[config.mk]
export PLATFORM = sky130hd
export DESIGN_NAME = mult_unit_flat
export DESIGN_NICKNAME = d
export VERILOG_FILES = /design/src/rtl/mult_unit_if.sv /design/src/rtl/mult_unit.sv /design/src/flat_wrapper.sv
export SDC_FILE = /design/constraint.sdc
export NUM_CORES = 1
export LEC_CHECK = 0
export ABC_CLOCK_PERIOD_IN_PS = 3330
export CAP_MARGIN = 0
export CORE_AREA = 2 2 149 151
export DETAILED_ROUTE_END_ITERATION = 12
export DIE_AREA = 0 0 151 153
export GPL_TIMING_DRIVEN = 1
export PLACE_DENSITY = 0.67
export REMOVE_ABC_BUFFERS = 1
export SLEW_MARGIN = 20
export SYNTH_ARGS = -nofsm -noshare
export SYNTH_HDL_FRONTEND = slang
export SYNTH_SLANG_ARGS = --single-unit
[constraint.sdc]
create_clock -name clk -period 3.33 [get_ports clk]
set_clock_uncertainty 0.1 [all_clocks]
set_input_delay 0.666 -clock clk [delete_from_list [all_inputs] [get_ports clk]]
set_output_delay 0.666 -clock clk [all_outputs]
set_load 0.1 [all_outputs]
[src/rtl/mult_unit_if.sv]
// EX-stage multiplier bus: ALU control/operand inputs and HI/LO/stall/done outputs.
interface mult_unit_if #(
    parameter int WIDTH = 32
);
    logic [5:0]       alu_ctrl;
    logic             valid;
    logic [WIDTH-1:0] op_a;
    logic [WIDTH-1:0] op_b;
    logic             stall;
    logic             done;
    logic [WIDTH-1:0] hi_out;
    logic [WIDTH-1:0] lo_out;

    modport master (
        output alu_ctrl, valid, op_a, op_b,
        input  stall, done, hi_out, lo_out
    );

    modport slave (
        input  alu_ctrl, valid, op_a, op_b,
        output stall, done, hi_out, lo_out
    );
endinterface

[src/rtl/mult_unit.sv]
// Iterative unsigned shift-add multiplier with HI/LO result registers.
// Optional MULT_EARLY_EXIT_EN: finish RUN as soon as the remaining multiplier bits are zero.
//
// state | meaning
// IDLE  | waiting for a valid MULTU in EX
// RUN   | one multiplier bit consumed per cycle, pipeline stalled
// DONE  | HI/LO just written, done pulse, pipeline released
module mult_unit #(
    parameter int          WIDTH      = 32,
    parameter logic [5:0]  MULTU_CODE = 6'h13
) (
    input  logic       clk,
    input  logic       rst_n,
    mult_unit_if.slave bus
);
    localparam int CW = $clog2(WIDTH);
    localparam logic [CW-1:0] CNT_LAST = CW'(WIDTH - 1);

    typedef enum logic [1:0] {
        S_IDLE = 2'd0,
        S_RUN  = 2'd1,
        S_DONE = 2'd2
    } state_t;

    state_t state_q, state_d;

    logic [WIDTH-1:0]   mcand_q, mcand_d;
    logic [WIDTH-1:0]   mplier_q, mplier_d;
    logic [2*WIDTH-1:0] acc_q, acc_d;
    logic [CW-1:0]      cnt_q, cnt_d;
    logic [WIDTH-1:0]   hi_q, hi_d;
    logic [WIDTH-1:0]   lo_q, lo_d;
    logic               done_q, done_d;

    logic               accept;
    logic               last_step;
    logic               finish;
    logic [WIDTH:0]     sum;
    logic [WIDTH-1:0]   mplier_nxt;
    logic [2*WIDTH-1:0] acc_shift;
    logic [2*WIDTH-1:0] result;

    assign accept = (state_q == S_IDLE) && bus.valid && (bus.alu_ctrl == MULTU_CODE);
    assign finish = (state_q == S_RUN) && last_step;

    // Add into the upper half with a one-bit carry extension, then shift the whole thing right.
    always_comb begin
        sum        = {1'b0, acc_q[2*WIDTH-1:WIDTH]} + (mplier_q[0] ? {1'b0, mcand_q} : '0);
        acc_shift  = {sum, acc_q[WIDTH-1:1]};
        mplier_nxt = mplier_q >> 1;
`ifdef MULT_EARLY_EXIT_EN
        last_step  = (cnt_q == CNT_LAST) || (mplier_nxt == '0);
        result     = acc_shift >> (CNT_LAST - cnt_q);
`else
        last_step  = (cnt_q == CNT_LAST);
        result     = acc_shift;
`endif
    end

    always_ff @(posedge clk or negedge rst_n) begin
        if (!rst_n) begin
            state_q <= S_IDLE;
        end else begin
            state_q <= state_d;
        end
    end

    always_comb begin
        state_d = state_q;
        case (state_q)
            S_IDLE:  if (accept) state_d = S_RUN;
            S_RUN:   if (finish) state_d = S_DONE;
            S_DONE:  state_d = S_IDLE;
            default: state_d = S_IDLE;
        endcase
    end

    always_comb begin
        mcand_d  = mcand_q;
        mplier_d = mplier_q;
        acc_d    = acc_q;
        cnt_d    = cnt_q;
        hi_d     = hi_q;
        lo_d     = lo_q;
        done_d   = finish;
        if (accept) begin
            mcand_d  = bus.op_a;
            mplier_d = bus.op_b;
            acc_d    = '0;
            cnt_d    = '0;
        end else if (state_q == S_RUN) begin
            acc_d    = acc_shift;
            mplier_d = mplier_nxt;
            cnt_d    = cnt_q + CW'(1);
            if (finish) begin
                hi_d = result[2*WIDTH-1:WIDTH];
                lo_d = result[WIDTH-1:0];
            end
        end
    end

    always_ff @(posedge clk or negedge rst_n) begin
        if (!rst_n) begin
            mcand_q  <= '0;
            mplier_q <= '0;
            acc_q    <= '0;
            cnt_q    <= '0;
            hi_q     <= '0;
            lo_q     <= '0;
            done_q   <= 1'b0;
        end else begin
            mcand_q  <= mcand_d;
            mplier_q <= mplier_d;
            acc_q    <= acc_d;
            cnt_q    <= cnt_d;
            hi_q     <= hi_d;
            lo_q     <= lo_d;
            done_q   <= done_d;
        end
    end

    // Stall covers the accept cycle so the MULTU stays in EX; DONE releases the pipeline.
    always_comb begin
        bus.stall  = accept || (state_q == S_RUN);
        bus.done   = done_q;
        bus.hi_out = hi_q;
        bus.lo_out = lo_q;
    end
endmodule

[src/flat_wrapper.sv]
// flat-port wrapper written by rule: the top's interface ports become plain ports
module mult_unit_flat 
#(
    parameter int          WIDTH      = 32,
    parameter logic [5:0]  MULTU_CODE = 6'h13
)
  (clk, rst_n, bus_alu_ctrl, bus_valid, bus_op_a, bus_op_b, bus_stall, bus_done, bus_hi_out, bus_lo_out);
  mult_unit_if #(.WIDTH(WIDTH)) bus_i ();
  input  logic clk;
  input  logic rst_n;
  input wire logic [$bits(bus_i.alu_ctrl)-1:0] bus_alu_ctrl;
  input wire logic [$bits(bus_i.valid)-1:0] bus_valid;
  input wire logic [$bits(bus_i.op_a)-1:0] bus_op_a;
  input wire logic [$bits(bus_i.op_b)-1:0] bus_op_b;
  output wire logic [$bits(bus_i.stall)-1:0] bus_stall;
  output wire logic [$bits(bus_i.done)-1:0] bus_done;
  output wire logic [$bits(bus_i.hi_out)-1:0] bus_hi_out;
  output wire logic [$bits(bus_i.lo_out)-1:0] bus_lo_out;
  assign bus_i.alu_ctrl = bus_alu_ctrl;
  assign bus_i.valid = bus_valid;
  assign bus_i.op_a = bus_op_a;
  assign bus_i.op_b = bus_op_b;
  assign bus_stall = bus_i.stall;
  assign bus_done = bus_i.done;
  assign bus_hi_out = bus_i.hi_out;
  assign bus_lo_out = bus_i.lo_out;
  mult_unit #(.WIDTH(WIDTH), .MULTU_CODE(MULTU_CODE)) u_core (.clk(clk), .rst_n(rst_n), .bus(bus_i));
endmodule
; Yosys cells after proc, flatten, opt, wreduce, memory -nomap -nowiden
; Cells that the tools add are included.
[word_totals]
reg_bits = 200
[op_classes]
bitwise_logic = 1
eq_ne = 5
n_reduce_logical = 8
muxes = 10
addsub = 2
[ops]
columns = cell, n
row1 = 64-bit two-way mux, 2
row2 = 32-bit two-way mux, 3
row3 = 32-bit by 33-bit adder with 33-bit output, 1
row4 = 5-bit two-way mux, 2
row5 = "6-bit by 5-bit == test with 1-bit output, second input constant", 1
row6 = "5-bit by 1-bit adder with 5-bit output, second input constant", 1
row7 = "5-bit == test, second input constant", 1
row8 = 2-bit two-way mux, 2
row9 = "2-bit by 1-bit inequality test with 1-bit output, second input constant", 2
row10 = 2-bit one-hot mux with 2 select lines, 1
row11 = 1-bit logical AND, 3
row12 = 3-bit AND reduction, 1
row13 = "2-bit by 1-bit == test with 1-bit output, second input constant", 1
row14 = 2-bit logical NOT, 1
row15 = 2-bit AND reduction, 1
row16 = 2-bit nonzero test, 1
row17 = 1-bit logical OR, 1
row18 = 1-bit inverter, 1

; Longest topological paths before layout
; Gate-level depths: netlist of run 1.
[logic_depth]
depth_word = 5
depth_mapped = 11

; Least setup slack after synthesis of run 1
; OpenSTA, ideal clock, no wires.
[synth_path]
path_kind = input port to output port
from = input bus_alu_ctrl[3]
to = output bus_stall
required_ns = 2.564
path_slack_ns = 0.096
cell_stages = 6
arrival_ns = 2.468
cell_sequence = nor4b_1 nand4_1 a21o_1 clkbuf_1 buf_1 inv_1
[synth_between]
elab_chain_cells = 3
[synth_lines]
columns = item, line_no
row1 = start: declaration, flat_wrapper.sv:11  ; input wire logic [$bits(bus_i.alu_ctrl)-1:0] bus_alu_ctrl;
row2 = 6-bit by 5-bit == test with 1-bit output, mult_unit.sv:43  ; assign accept = (state_q == S_IDLE) && bus.valid && (bus.alu_ctrl == MULTU_CODE);
row3 = 1-bit logical AND, mult_unit.sv:43
row4 = 1-bit logical OR, mult_unit.sv:124  ; bus.stall = accept || (state_q == S_RUN);
row5 = end: declaration, flat_wrapper.sv:15  ; output wire logic [$bits(bus_i.stall)-1:0] bus_stall;
; No other way between the ends.

; Worst setup path in the final report of run 1
[layout_path]
from = register u_core.mplier_q[0]
to = register u_core.acc_q[54]
[layout_between]
elab_chain_cells = 4
[layout_lines]
columns = item, line_no
row1 = start: declaration, mult_unit.sv:28  ; logic [WIDTH-1:0] mplier_q, mplier_d;
row2 = start signal: assignment, mult_unit.sv:113  ; mplier_q <= mplier_d;
row3 = 32-bit two-way mux, mult_unit.sv:48  ; sum = {1'b0, acc_q[2*WIDTH-1:WIDTH]} + (mplier_q[0] ? {1'b0, mcand_q} : '0);
row4 = 32-bit by 33-bit adder with 33-bit output, mult_unit.sv:48
row5 = 64-bit two-way mux, mult_unit.sv:91  ; end else if (state_q == S_RUN) begin
row6 = 64-bit two-way mux, mult_unit.sv:86  ; if (accept) begin
row7 = end signal: assignment, mult_unit.sv:106  ; acc_q <= '0;
row8 = end signal: assignment, mult_unit.sv:114  ; acc_q <= acc_d;
row9 = end: declaration, mult_unit.sv:29  ; logic [2*WIDTH-1:0] acc_q, acc_d;
; No other way between the ends. The select of a mux whose other input is x is not followed.
; A chain may end at the register's enable or synchronous reset.

==> results of run 1 <==
-- worst max-delay path, stage by stage (launching register included) --
cell       delay (ps)
dfrtp_1           430
buf_4             200
and2_1            150
ha_1              380
a21o_1            260
a31oi_4           240
o31a_2            260
a311oi_4           60
o2111ai_2         240
a31oi_1           120
or3_1             340
a32o_1            260
-- power by group --
group	total, mW	internal, mW	switching (mW)	leakage, nW
logic	4.19	1.13	3.05	2.68
clock network	1.98	1.02	0.963	0.272
registers	3.65	3.14	0.508	2.71
-- metal layers --
metal | part of all wire [%] | vias up | GRT usage [%]
met5 | 0 | - | 0
met4 | 2.6 | 0 | 7.12
met3 | 3.4 | 34 | 2.87
met2 | 48 | 140 | 32.1
met1 | 46 | 3522 | 27.7
li1 | - | 3531 | -
-- sequential cells by signal (all words and copies together) (netlist names) --
| name | cells |
|---|---|
| u_core.acc_q | 63 |
| u_core.mplier_q | 32 |
| u_core.state_q | 2 |
| u_core.bus.lo_out | 32 |
| u_core.mcand_q | 32 |
| u_core.bus.hi_out | 32 |
| u_core.cnt_q | 5 |
| u_core.bus.done | 1 |
-- how the worst min path moves through the flow --
stage / endpoint / slack, ps / depth (start not counted) / start
floorplan: u_core.acc_q[10] / 270 / 0 / rst_n
finish: u_core.bus.hi_out[11] / 180 / 1 / rst_n
detailed placement: u_core.bus.lo_out[0] / 360 / 2 / u_core.acc_q[1]
global placement: u_core.bus.lo_out[0] / 360 / 2 / u_core.acc_q[1]
global route: u_core.mcand_q[12] / 220 / 1 / rst_n
CTS: u_core.bus.hi_out[12] / 200 / 1 / rst_n
-- what timing repair did --
item | 4_1_cts | 5_1_grt
gates resized for setup | 0 | 7
buffers inserted | 0 | 0
setup endpoints to repair | 0 | 13
-- area by class of cell --
cell class,count,area (um^2)
Fill cell,1942,9820
Sequential cell,199,4980
Multi-Input combinational cell,654,4310
Timing Repair Buffer,159,1430
Clock buffer,19,453
Tap cell,280,350
Clock inverter,13,110
Inverter,10,37.5
-- layout by cell type (no fill, tap or decap), drive strengths merged, types with 32 or more instances in the layout --
master         instances
dfrtp                199
nand2                168
o21ai                100
buf                   87
clkdlybuf4s50         71
a22oi                 62
and2                  37
a22o                  34
ha                    34
mux2                  32
-- cell families after synthesis --
| kind of cell | share of synthesized area, % |
|---|---|
| compound gates | 20.9 |
| xor+xnor | 2.49 |
| fa+ha+maj | 4.70 |
| buf+inv | 2.67 |
| flops | 52.5 |
| mux | 3.91 |
| simple gates | 12.8 |
-- per-stage QoR --
step / TNS, ps / setup slack (ps) / total power [mW] / hold slack (ps)
6_report: 0 / 189 / 9.82 / 181
5_1_grt: -12.1 / -7.27 / 10.4 / 223
3_3_place_gp: 0 / 250 / 7.83 / 356
4_1_cts: 0 / 101 / 9.90 / 195
2_1_floorplan: -237170 / -3410 / 6.66 / 270
3_5_place_dp: 0 / 133 / 7.89 / 362
==> impl_metrics.prom, run 1 <==
# TYPE chip_impl_metric gauge
chip_impl_metric{name="worst-slew-pin-transition",unit="ps"} 779
chip_impl_metric{name="initial_antenna_violation_count",unit=""} 0
chip_impl_metric{name="worstPathMaxFanout",unit=""} 15
chip_impl_metric{name="clk_path_buf_depth",unit=""} 2
chip_impl_info{name="crit_start",value="u_core.mplier_q[0]"} 1
chip_impl_metric{name="floorplan.rows",unit=""} 54
chip_impl_metric{name="max_clock_freq",unit="MHz"} 318
chip_impl_metric{name="grt-ovfl-total",unit=""} 0
chip_impl_metric{name="max_cap_violations",unit=""} 0
chip_impl_info{name="yosys_most_used_dff",value="dfrtp_1"} 1
chip_impl_metric{name="finish.net_count",unit=""} 1149
chip_impl_metric{name="vias_per_cell",unit=""} 5.42
chip_impl_info{name="setup.worst_path.end_class",value="register"} 1
chip_impl_metric{name="drive_gt1_share",unit="%"} 15.9
chip_impl_metric{name="detailed_place_hpwl",unit="um"} 15000
chip_impl_metric{name="reg2regPathDepth",unit=""} 11
chip_impl_metric{name="synth_warnings",unit=""} 0
chip_impl_metric{name="post_layout_nonfiller_instances",unit=""} 1334
chip_impl_metric{name="drcViolationCount",unit=""} 0
chip_impl_metric{name="antenna_cells",unit=""} 0
chip_impl_metric{name="syn_to_final_growth",unit="%"} 23.1
chip_impl_info{name="timing.rr.end",value="u_core.acc_q[54]"} 1
chip_impl_info{name="worst_hold_path_type",value="primary input to async pin"} 1
chip_impl_info{name="synth_top_cell_by_area",value="dfrtp_1"} 1
chip_impl_metric{name="setup_violations",unit=""} 0
chip_impl_info{name="cts_tree",value="built"} 1
chip_impl_info{name="result_of_the_run",value="complete, no violations"} 1
chip_impl_metric{name="finalWirelength",unit="um"} 22200
chip_impl_metric{name="avgSynthCellArea",unit="um^2"} 10.3
chip_impl_info{name="synth.most_common_cell",value="dfrtp_1"} 1
chip_impl_metric{name="dieArea",unit="um^2"} 23100
chip_impl_metric{name="synthesis.instances",unit=""} 919
chip_impl_metric{name="grt_pass1_vias",unit=""} 7334
chip_impl_metric{name="grt_pass1_wl",unit="um"} 37200
chip_impl_metric{name="drt_first_pass_iters",unit=""} 6
chip_impl_metric{name="postPlaceCellArea",unit="um^2"} 11100
chip_impl_metric{name="clock_latency",unit="ps"} 430
chip_impl_metric{name="timing.slew.headroom",unit="%"} 48.1
chip_impl_metric{name="drt-wirelength-per-cell",unit="um"} 16.6
chip_impl_metric{name="report.final.slew_viol_count",unit=""} 0
chip_impl_metric{name="asyncSetResetFlopFracSynth",unit="%"} 100
chip_impl_metric{name="place.port_buffers",unit=""} 138
chip_impl_metric{name="clock_tree.htree_level_count",unit=""} 4
chip_impl_info{name="synth.top_cells.by_area",value="dfrtp_1, nand2_1, a22oi_1"} 1
chip_impl_metric{name="critPathArrivalTime",unit="ps"} 3360
chip_impl_metric{name="route.antenna.remaining_nets",unit=""} 0
chip_impl_metric{name="finalWeightedCongestion",unit=""} 0.879
chip_impl_metric{name="setup_slack_on_the_worst_flop_to_flop_path",unit="ps"} 190
chip_impl_metric{name="path_clk_slew",unit="ps"} 80
chip_impl_info{name="critPathLaunchType",value="register"} 1
chip_impl_metric{name="cts_hold_repair.buffers",unit=""} 0
chip_impl_metric{name="yosysUniqueCellTypes",unit=""} 58
chip_impl_metric{name="fp.dieH",unit="um"} 153
chip_impl_metric{name="drt-initial-drc-count",unit=""} 401
chip_impl_info{name="post_synth_most_frequent_cells",value="dfrtp_1, nand2_1, o21ai_0"} 1
chip_impl_metric{name="global_route.usage.total",unit="%"} 20.0
chip_impl_metric{name="chipWidth",unit="um"} 151
chip_impl_metric{name="post-place-cells",unit=""} 1302
chip_impl_info{name="grt_setup_unrepaired",value="true"} 1
chip_impl_metric{name="routed-via-count",unit=""} 7227
chip_impl_metric{name="synth_seq_cells",unit=""} 199
chip_impl_metric{name="critical_path_required",unit="ps"} 3550
chip_impl_info{name="clock-root-buffer",value="clkbuf_16"} 1
chip_impl_metric{name="synth_seq_area_share",unit="%"} 52.5
chip_impl_info{name="endpoint",value="u_core.acc_q[54]"} 1
chip_impl_metric{name="design.core.area",unit="um^2"} 21500
chip_impl_metric{name="synth_edf_count",unit=""} 0
chip_impl_metric{name="layout_worst_path_cycle_share",unit="%"} 94.3
chip_impl_metric{name="mapped_cell_area",unit="um^2"} 9480
chip_impl_metric{name="io_pins",unit=""} 139
chip_impl_metric{name="synth.top_cell.area_share",unit="%"} 52.5
chip_impl_metric{name="final_core_utilization",unit="%"} 54.3
chip_impl_metric{name="total_power_per_unit_cell_area",unit="nW/um^2"} 841
chip_impl_metric{name="initial_core_util",unit="%"} 44.1
chip_impl_metric{name="power.ir.vdd_worst",unit="V"} 0.000438
chip_impl_metric{name="cts_sinks",unit=""} 199
chip_impl_metric{name="timing.final.crit_period",unit="ps"} 3140
chip_impl_metric{name="cts_inserted_buffers",unit=""} 17
chip_impl_metric{name="leakage",unit="nW"} 5.67
chip_impl_info{name="critPathKind",value="register to register"} 1
chip_impl_info{name="timing.rr.start",value="u_core.mplier_q[0]"} 1
chip_impl_metric{name="grt_max_degree",unit=""} 82
chip_impl_metric{name="fin_area",unit="um^2"} 11700
chip_impl_metric{name="endpoints_failing_hold",unit=""} 0
(Power assumes the default switching activity.)
==> inputs of run 2 (changes only) <==
--- a/config.mk
+++ b/config.mk
@@ -9,4 +9,5 @@
 export CAP_MARGIN = 0
 export CORE_AREA = 2 2 149 151
+export CTS_CLUSTER_DIAMETER = 120
 export DETAILED_ROUTE_END_ITERATION = 12
 export DIE_AREA = 0 0 151 153
--- a/constraint.sdc
+++ b/constraint.sdc
@@ -3,3 +3,3 @@
 set_input_delay 0.666 -clock clk [delete_from_list [all_inputs] [get_ports clk]]
 set_output_delay 0.666 -clock clk [all_outputs]
-set_load 0.1 [all_outputs]
+set_load 0.05 [all_outputs]
==> impl_metrics.prom, run 2 (synthesized netlist as in run 1, its figures left out) <==
# TYPE chip_impl_metric gauge
chip_impl_info{name="result_of_the_run",value="complete, no violations"} 1
chip_impl_info{name="critPathLaunchType",value="register"} 1
chip_impl_metric{name="initial_antenna_violation_count",unit=""} 0
chip_impl_metric{name="floorplan.rows",unit=""} 54
chip_impl_metric{name="leakage",unit="nW"} 5.55
chip_impl_metric{name="place.port_buffers",unit=""} 138
chip_impl_metric{name="grt_pass1_vias",unit=""} 7361
chip_impl_info{name="critPathKind",value="register to register"} 1
chip_impl_metric{name="postPlaceCellArea",unit="um^2"} 11200
chip_impl_metric{name="syn_to_final_growth",unit="%"} 25.0
chip_impl_metric{name="finish.net_count",unit=""} 1148
chip_impl_metric{name="design_power_total",unit="mW"} 9.19
chip_impl_metric{name="finalWirelength",unit="um"} 22100
chip_impl_info{name="worstPathCellList",value="buf_12 -> and2_1 -> ha_1 -> and3_1 -> nand2_1 -> o221a_4 -> a311oi_2 -> o21ai_1 -> o21ai_1 -> xnor2_1 -> o21ai_1"} 1
chip_impl_metric{name="clock_tree.htree_level_count",unit=""} 4
chip_impl_metric{name="detailed_place_hpwl",unit="um"} 14700
chip_impl_metric{name="finalWeightedCongestion",unit=""} 0.871
chip_impl_metric{name="route.antenna.remaining_nets",unit=""} 0
chip_impl_metric{name="total_power_per_unit_cell_area",unit="nW/um^2"} 776
chip_impl_metric{name="dieArea",unit="um^2"} 23100
chip_impl_info{name="setup.worst_path.end_class",value="register"} 1
chip_impl_metric{name="max_clock_freq",unit="MHz"} 321
chip_impl_metric{name="timing.final.crit_period",unit="ps"} 3120
chip_impl_metric{name="critical_path_required",unit="ps"} 3530
chip_impl_metric{name="fp.dieH",unit="um"} 153
chip_impl_info{name="worst_path_dominant_cell_family",value="compound AO/OA/AOI/OAI gates"} 1
chip_impl_metric{name="report.final.slew_viol_count",unit=""} 0
chip_impl_metric{name="path_clk_slew",unit="ps"} 80
chip_impl_metric{name="timing.critical_path.slowest_cell_delay",unit="ps"} 470
chip_impl_metric{name="drt-wirelength-per-cell",unit="um"} 16.5
chip_impl_metric{name="grt_pass1_wl",unit="um"} 36900
chip_impl_info{name="grt_setup_unrepaired",value="false"} 1
chip_impl_metric{name="max_cap_violations",unit=""} 0
chip_impl_metric{name="clk_path_buf_depth",unit=""} 2
chip_impl_info{name="layout.cells.most_common_list",value="dfrtp_1, nand2_1, clkdlybuf4s50_1"} 1
chip_impl_info{name="timing.rr.start",value="u_core.mplier_q[0]"} 1
chip_impl_info{name="critPathSlowestCell",value="a311oi_2"} 1
chip_impl_metric{name="power.ir.vdd_worst",unit="V"} 0.000378
chip_impl_info{name="clock-root-buffer",value="clkbuf_16"} 1
chip_impl_metric{name="drcViolationCount",unit=""} 0
chip_impl_metric{name="io_pins",unit=""} 139
chip_impl_metric{name="worst-slew-pin-transition",unit="ps"} 798
chip_impl_info{name="regMostFlops",value="u_core.acc_q"} 1
chip_impl_metric{name="setup_slack_on_the_worst_flop_to_flop_path",unit="ps"} 210
chip_impl_info{name="worst_path_most_repeated_cell",value="o21ai_1"} 1
chip_impl_metric{name="cts_sinks",unit=""} 199
chip_impl_metric{name="reg2regPathDepth",unit=""} 11
chip_impl_metric{name="design.core.area",unit="um^2"} 21500
chip_impl_metric{name="drt-initial-drc-count",unit=""} 415
chip_impl_info{name="cts_tree",value="built"} 1
chip_impl_metric{name="setup_violations",unit=""} 0
chip_impl_metric{name="largest_reg_flops",unit=""} 63
chip_impl_metric{name="ctsResizeCount",unit=""} 0
chip_impl_metric{name="endpoints_failing_hold",unit=""} 0
chip_impl_metric{name="fin_area",unit="um^2"} 11800
chip_impl_metric{name="vias_per_cell",unit=""} 5.50
chip_impl_metric{name="grt_max_degree",unit=""} 76
chip_impl_metric{name="global_route.usage.total",unit="%"} 19.9
chip_impl_metric{name="final.setup.worst_slack",unit="ps"} 211
chip_impl_metric{name="critPathArrivalTime",unit="ps"} 3320
chip_impl_info{name="commonest_non_fill_non_tap_cell_in_the_layout",value="dfrtp_1"} 1
chip_impl_metric{name="routed-via-count",unit=""} 7337
chip_impl_metric{name="worstPathMaxFanout",unit=""} 32
chip_impl_info{name="worst_hold_path_type",value="primary input to async pin"} 1
chip_impl_metric{name="initial_core_util",unit="%"} 44.1
chip_impl_metric{name="pre_cts_ws",unit="ps"} 98.4
chip_impl_metric{name="drive_gt1_share",unit="%"} 9.31
chip_impl_metric{name="layout_worst_path_cycle_share",unit="%"} 93.7
chip_impl_metric{name="timing.slew.headroom",unit="%"} 46.8
chip_impl_info{name="timing.rr.end",value="u_core.bus.hi_out[26]"} 1
chip_impl_metric{name="cts_inserted_buffers",unit=""} 17
chip_impl_metric{name="grt-ovfl-total",unit=""} 0
chip_impl_metric{name="drt_first_pass_iters",unit=""} 5
chip_impl_metric{name="chipWidth",unit="um"} 151
chip_impl_metric{name="antenna_cells",unit=""} 0
chip_impl_metric{name="number_of_buffers_inserted_to_repair_setup_after_cts",unit=""} 0
chip_impl_metric{name="critPathBufInv",unit=""} 1
chip_impl_metric{name="clock_latency",unit="ps"} 440
chip_impl_metric{name="cts_hold_repair.buffers",unit=""} 0
[run 2: worst max path at each step]
| stage | from | end | slack, ps | cells past startpoint |
|---|---|---|---|---|
| floorplan | u_core.state_q[0] | u_core.bus.hi_out[28] | -3410 | 7 |
| global placement | u_core.mplier_q[0] | u_core.bus.hi_out[27] | 190 | 11 |
| detailed placement | u_core.mplier_q[0] | u_core.bus.hi_out[27] | 100 | 11 |
| CTS | u_core.mplier_q[0] | u_core.bus.hi_out[27] | 80 | 11 |
| global route | u_core.mplier_q[0] | u_core.bus.hi_out[29] | 0.6 | 11 |
| finish | u_core.mplier_q[0] | u_core.bus.hi_out[26] | 210 | 11 |
[run 2: report_power, final]
part	switching (mW)	internal [mW]	leakage, nW
Clock	1.02	1.16	0.305
Combinational	2.16	1.22	2.53
Sequential	0.495	3.14	2.71
[run 2: metal layers]
metal	wire length [um]	track usage, %	part of all wire, %	vias up
li1	-	-	-	3526
met1	10300	27.2	47	3655
met2	10700	32.1	48	136
met3	666	3.61	3.0	20
met4	426	6.45	1.9	0
met5	0	0	0	-
[run 2: cell type report]
type / count / area (um^2)
Multi-Input combinational cell: 654 / 4280
Inverter: 10 / 37.5
Fill cell: 1911 / 9640
Sequential cell: 199 / 4980
Clock inverter: 15 / 205
Timing Repair Buffer: 158 / 1570
Tap cell: 280 / 350
Clock buffer: 17 / 425
[run 2: worst register-to-register path: cells and delay by family, from the launching register on]
family          cells  cell delay, ps
compound gates      5            1210
simple gates        3             530
flops               1             410
fa+ha+maj           1             390
xor+xnor            1             180
buf+inv             1             170
[run 2: through the flow]
step	utilization, %	cells	hold WS [ps]	setup TNS (ps)
final	55.1	1333	135	0
after global routing	55.1	1333	176	0
after CTS	55.1	1333	152	0
after detailed placement	52.1	1301	362	0
after global placement	52.1	1301	351	0
after floorplan	-	863	270	-236880
==> inputs of run 3 (changes only) <==
Settings changed: PLACE_DENSITY 0.67 to 0.79, SLEW_MARGIN 20 to unset.
==> impl_metrics.prom, run 3 (synthesized netlist as in run 1, its figures left out) <==
# TYPE chip_impl_metric gauge
chip_impl_info{name="result_of_the_run",value="complete, no violations"} 1
chip_impl_info{name="cts_tree",value="built"} 1
chip_impl_metric{name="setup-tns-final",unit="ps"} 0
chip_impl_metric{name="route.antenna.remaining_nets",unit=""} 0
chip_impl_metric{name="place.port_buffers",unit=""} 138
chip_impl_metric{name="critPathArrivalTime",unit="ps"} 3370
chip_impl_metric{name="design_power_total",unit="mW"} 9.09
chip_impl_metric{name="vias_per_cell",unit=""} 5.54
chip_impl_metric{name="chipWidth",unit="um"} 151
chip_impl_metric{name="drt-wirelength-per-cell",unit="um"} 16.3
chip_impl_metric{name="worstPathMaxFanout",unit=""} 14
chip_impl_metric{name="design.core.area",unit="um^2"} 21500
chip_impl_metric{name="setup_violations",unit=""} 0
chip_impl_metric{name="critPathBufInv",unit=""} 1
chip_impl_metric{name="setup_slack_on_the_worst_flop_to_flop_path",unit="ps"} 170
chip_impl_metric{name="clock_latency",unit="ps"} 430
chip_impl_metric{name="dieArea",unit="um^2"} 23100
chip_impl_metric{name="grt-ovfl-total",unit=""} 0
chip_impl_metric{name="clock_tree.htree_level_count",unit=""} 4
chip_impl_metric{name="path_clk_slew",unit="ps"} 70
chip_impl_info{name="endpoint",value="u_core.bus.hi_out[28]"} 1
chip_impl_metric{name="initial_antenna_violation_count",unit=""} 0
chip_impl_info{name="worst_path_dominant_cell_family",value="simple AND/OR/NAND/NOR gates"} 1
chip_impl_info{name="setup.worst_path.end_class",value="register"} 1
chip_impl_info{name="worst_path_most_repeated_cell",value="and3_1"} 1
chip_impl_info{name="commonest_non_fill_non_tap_cell_in_the_layout",value="dfrtp_1"} 1
chip_impl_metric{name="reg2regPathDepth",unit=""} 11
chip_impl_info{name="worstPathCellList",value="buf_4 -> and2_1 -> ha_1 -> and3_1 -> a221oi_1 -> o21bai_1 -> or3b_1 -> o2111ai_2 -> and3_1 -> mux2i_1 -> nor2_1"} 1
chip_impl_info{name="worst_hold_path_type",value="primary input to async pin"} 1
chip_impl_metric{name="drt-initial-drc-count",unit=""} 434
chip_impl_metric{name="leakage",unit="nW"} 5.52
chip_impl_metric{name="finish.net_count",unit=""} 1148
chip_impl_metric{name="total_power_per_unit_cell_area",unit="nW/um^2"} 769
chip_impl_metric{name="global_route.usage.total",unit="%"} 19.3
chip_impl_metric{name="grt_pass1_wl",unit="um"} 36100
chip_impl_metric{name="syn_to_final_growth",unit="%"} 24.6
chip_impl_metric{name="io_pins",unit=""} 139
chip_impl_metric{name="cts_sinks",unit=""} 199
chip_impl_metric{name="clk_path_buf_depth",unit=""} 2
chip_impl_info{name="timing.rr.start",value="u_core.mplier_q[0]"} 1
chip_impl_metric{name="drive_gt1_share",unit="%"} 9.40
chip_impl_metric{name="finalWirelength",unit="um"} 21800
chip_impl_metric{name="timing.slew.headroom",unit="%"} 47.1
chip_impl_info{name="regMostFlops",value="u_core.acc_q"} 1
chip_impl_metric{name="layout_worst_path_cycle_share",unit="%"} 94.9
chip_impl_metric{name="pre_cts_ws",unit="ps"} 90.9
chip_impl_metric{name="routed-via-count",unit=""} 7386
chip_impl_metric{name="worst-slew-pin-transition",unit="ps"} 794
chip_impl_info{name="critPathSlowestCell",value="dfrtp_2"} 1
chip_impl_metric{name="critical_path_required",unit="ps"} 3540
chip_impl_info{name="critPathKind",value="register to register"} 1
chip_impl_info{name="crit_start",value="u_core.mplier_q[0]"} 1
chip_impl_metric{name="max_clock_freq",unit="MHz"} 317
chip_impl_metric{name="cts_hold_repair.buffers",unit=""} 0
chip_impl_info{name="critPathLaunchType",value="register"} 1
chip_impl_metric{name="largest_reg_flops",unit=""} 63
chip_impl_metric{name="drt_first_pass_iters",unit=""} 7
chip_impl_metric{name="report.final.slew_viol_count",unit=""} 0
chip_impl_metric{name="detailed_place_hpwl",unit="um"} 14700
chip_impl_info{name="grt_setup_unrepaired",value="false"} 1
chip_impl_metric{name="cts_inserted_buffers",unit=""} 17
chip_impl_metric{name="max_cap_violations",unit=""} 0
chip_impl_metric{name="finalWeightedCongestion",unit=""} 0.878
chip_impl_metric{name="drcViolationCount",unit=""} 0
chip_impl_metric{name="floorplan.rows",unit=""} 54
chip_impl_info{name="timing.rr.end",value="u_core.bus.hi_out[28]"} 1
chip_impl_info{name="clock-root-buffer",value="clkbuf_16"} 1
chip_impl_metric{name="endpoints_failing_hold",unit=""} 0
chip_impl_info{name="layout.cells.most_common_list",value="dfrtp_1, nand2_1, clkdlybuf4s50_1"} 1
chip_impl_metric{name="final.setup.worst_slack",unit="ps"} 171
chip_impl_metric{name="timing.final.crit_period",unit="ps"} 3160
chip_impl_metric{name="power.ir.vdd_worst",unit="V"} 0.000400
chip_impl_metric{name="fillers",unit=""} 1864
chip_impl_metric{name="grt_pass1_vias",unit=""} 7066
chip_impl_metric{name="grt_max_degree",unit=""} 98
chip_impl_metric{name="crit_cells",unit=""} 11
chip_impl_metric{name="fp.dieH",unit="um"} 153
chip_impl_metric{name="initial_core_util",unit="%"} 44.1
chip_impl_metric{name="antenna_cells",unit=""} 0
chip_impl_metric{name="timing.critical_path.slowest_cell_delay",unit="ps"} 460
## run 3: cell types whose count changed in the layout (fill, tap and decap cells not counted), moves of 2 or more
cell,before,now
clkinv_8,3,0
inv_8,4,1
buf_4,18,16
clkbuf_1,0,2
clkinvlp_4,1,3
## run 3: layout make-up
type                    count  area, um^2  area share [%]
clock buffers              20         447            3.78
clock inverters            12         143            1.21
inverters                  10        37.5           0.318
multi-input cells         654        4280            36.2
flip-flops and latches    199        4980            42.2
well taps                 280         350            2.96
repair buffers            158        1580            13.4
## run 3: routing by layer
metal	track usage, %	part of all wire (%)	vias up
li1	-	-	3539
met1	26.8	46	3644
met2	31.6	49	179
met3	2.66	3.5	24
met4	5.87	1.5	0
met5	0	0	-
## run 3: worst min path at each step
stage                                     from  depth (start not counted)                    to  slack [ps]
after floorplan                          rst_n                          0      u_core.acc_q[10]         270
final                                    rst_n                          1   u_core.mplier_q[16]         220
after CTS                                rst_n                          1   u_core.mplier_q[16]         250
after detailed placement  u_core.bus.lo_out[2]                          2  u_core.bus.lo_out[2]         360
after global placement    u_core.bus.lo_out[0]                          2  u_core.bus.lo_out[0]         360
after global routing                     rst_n                          1   u_core.mplier_q[16]         280
## run 3: per-stage QoR
step                cell area [um^2]  std cells  hold slack, ps  util (%)
global placement               11200       1299             356      52.1
global route                   11800       1333             284      55.0
finish                         11800       1333             225      55.0
detailed placement             11200       1299             362      52.1
floorplan                       9270        863             270         -
CTS                            11800       1331             254      54.9
## run 3: what timing repair did
action                                  in CTS  in global routing
buffers inserted                             0                  2
gates resized for setup                      0                  4
endpoints found under the setup margin       0                 14
## run 3: power by group
group	switching [mW]	internal (mW)	leakage, nW	total [mW]
Combinational	2.14	1.22	2.53	3.36
Clock	0.938	1.14	0.280	2.08
Sequential	0.509	3.14	2.71	3.65
Total	3.59	5.50	5.52	9.09
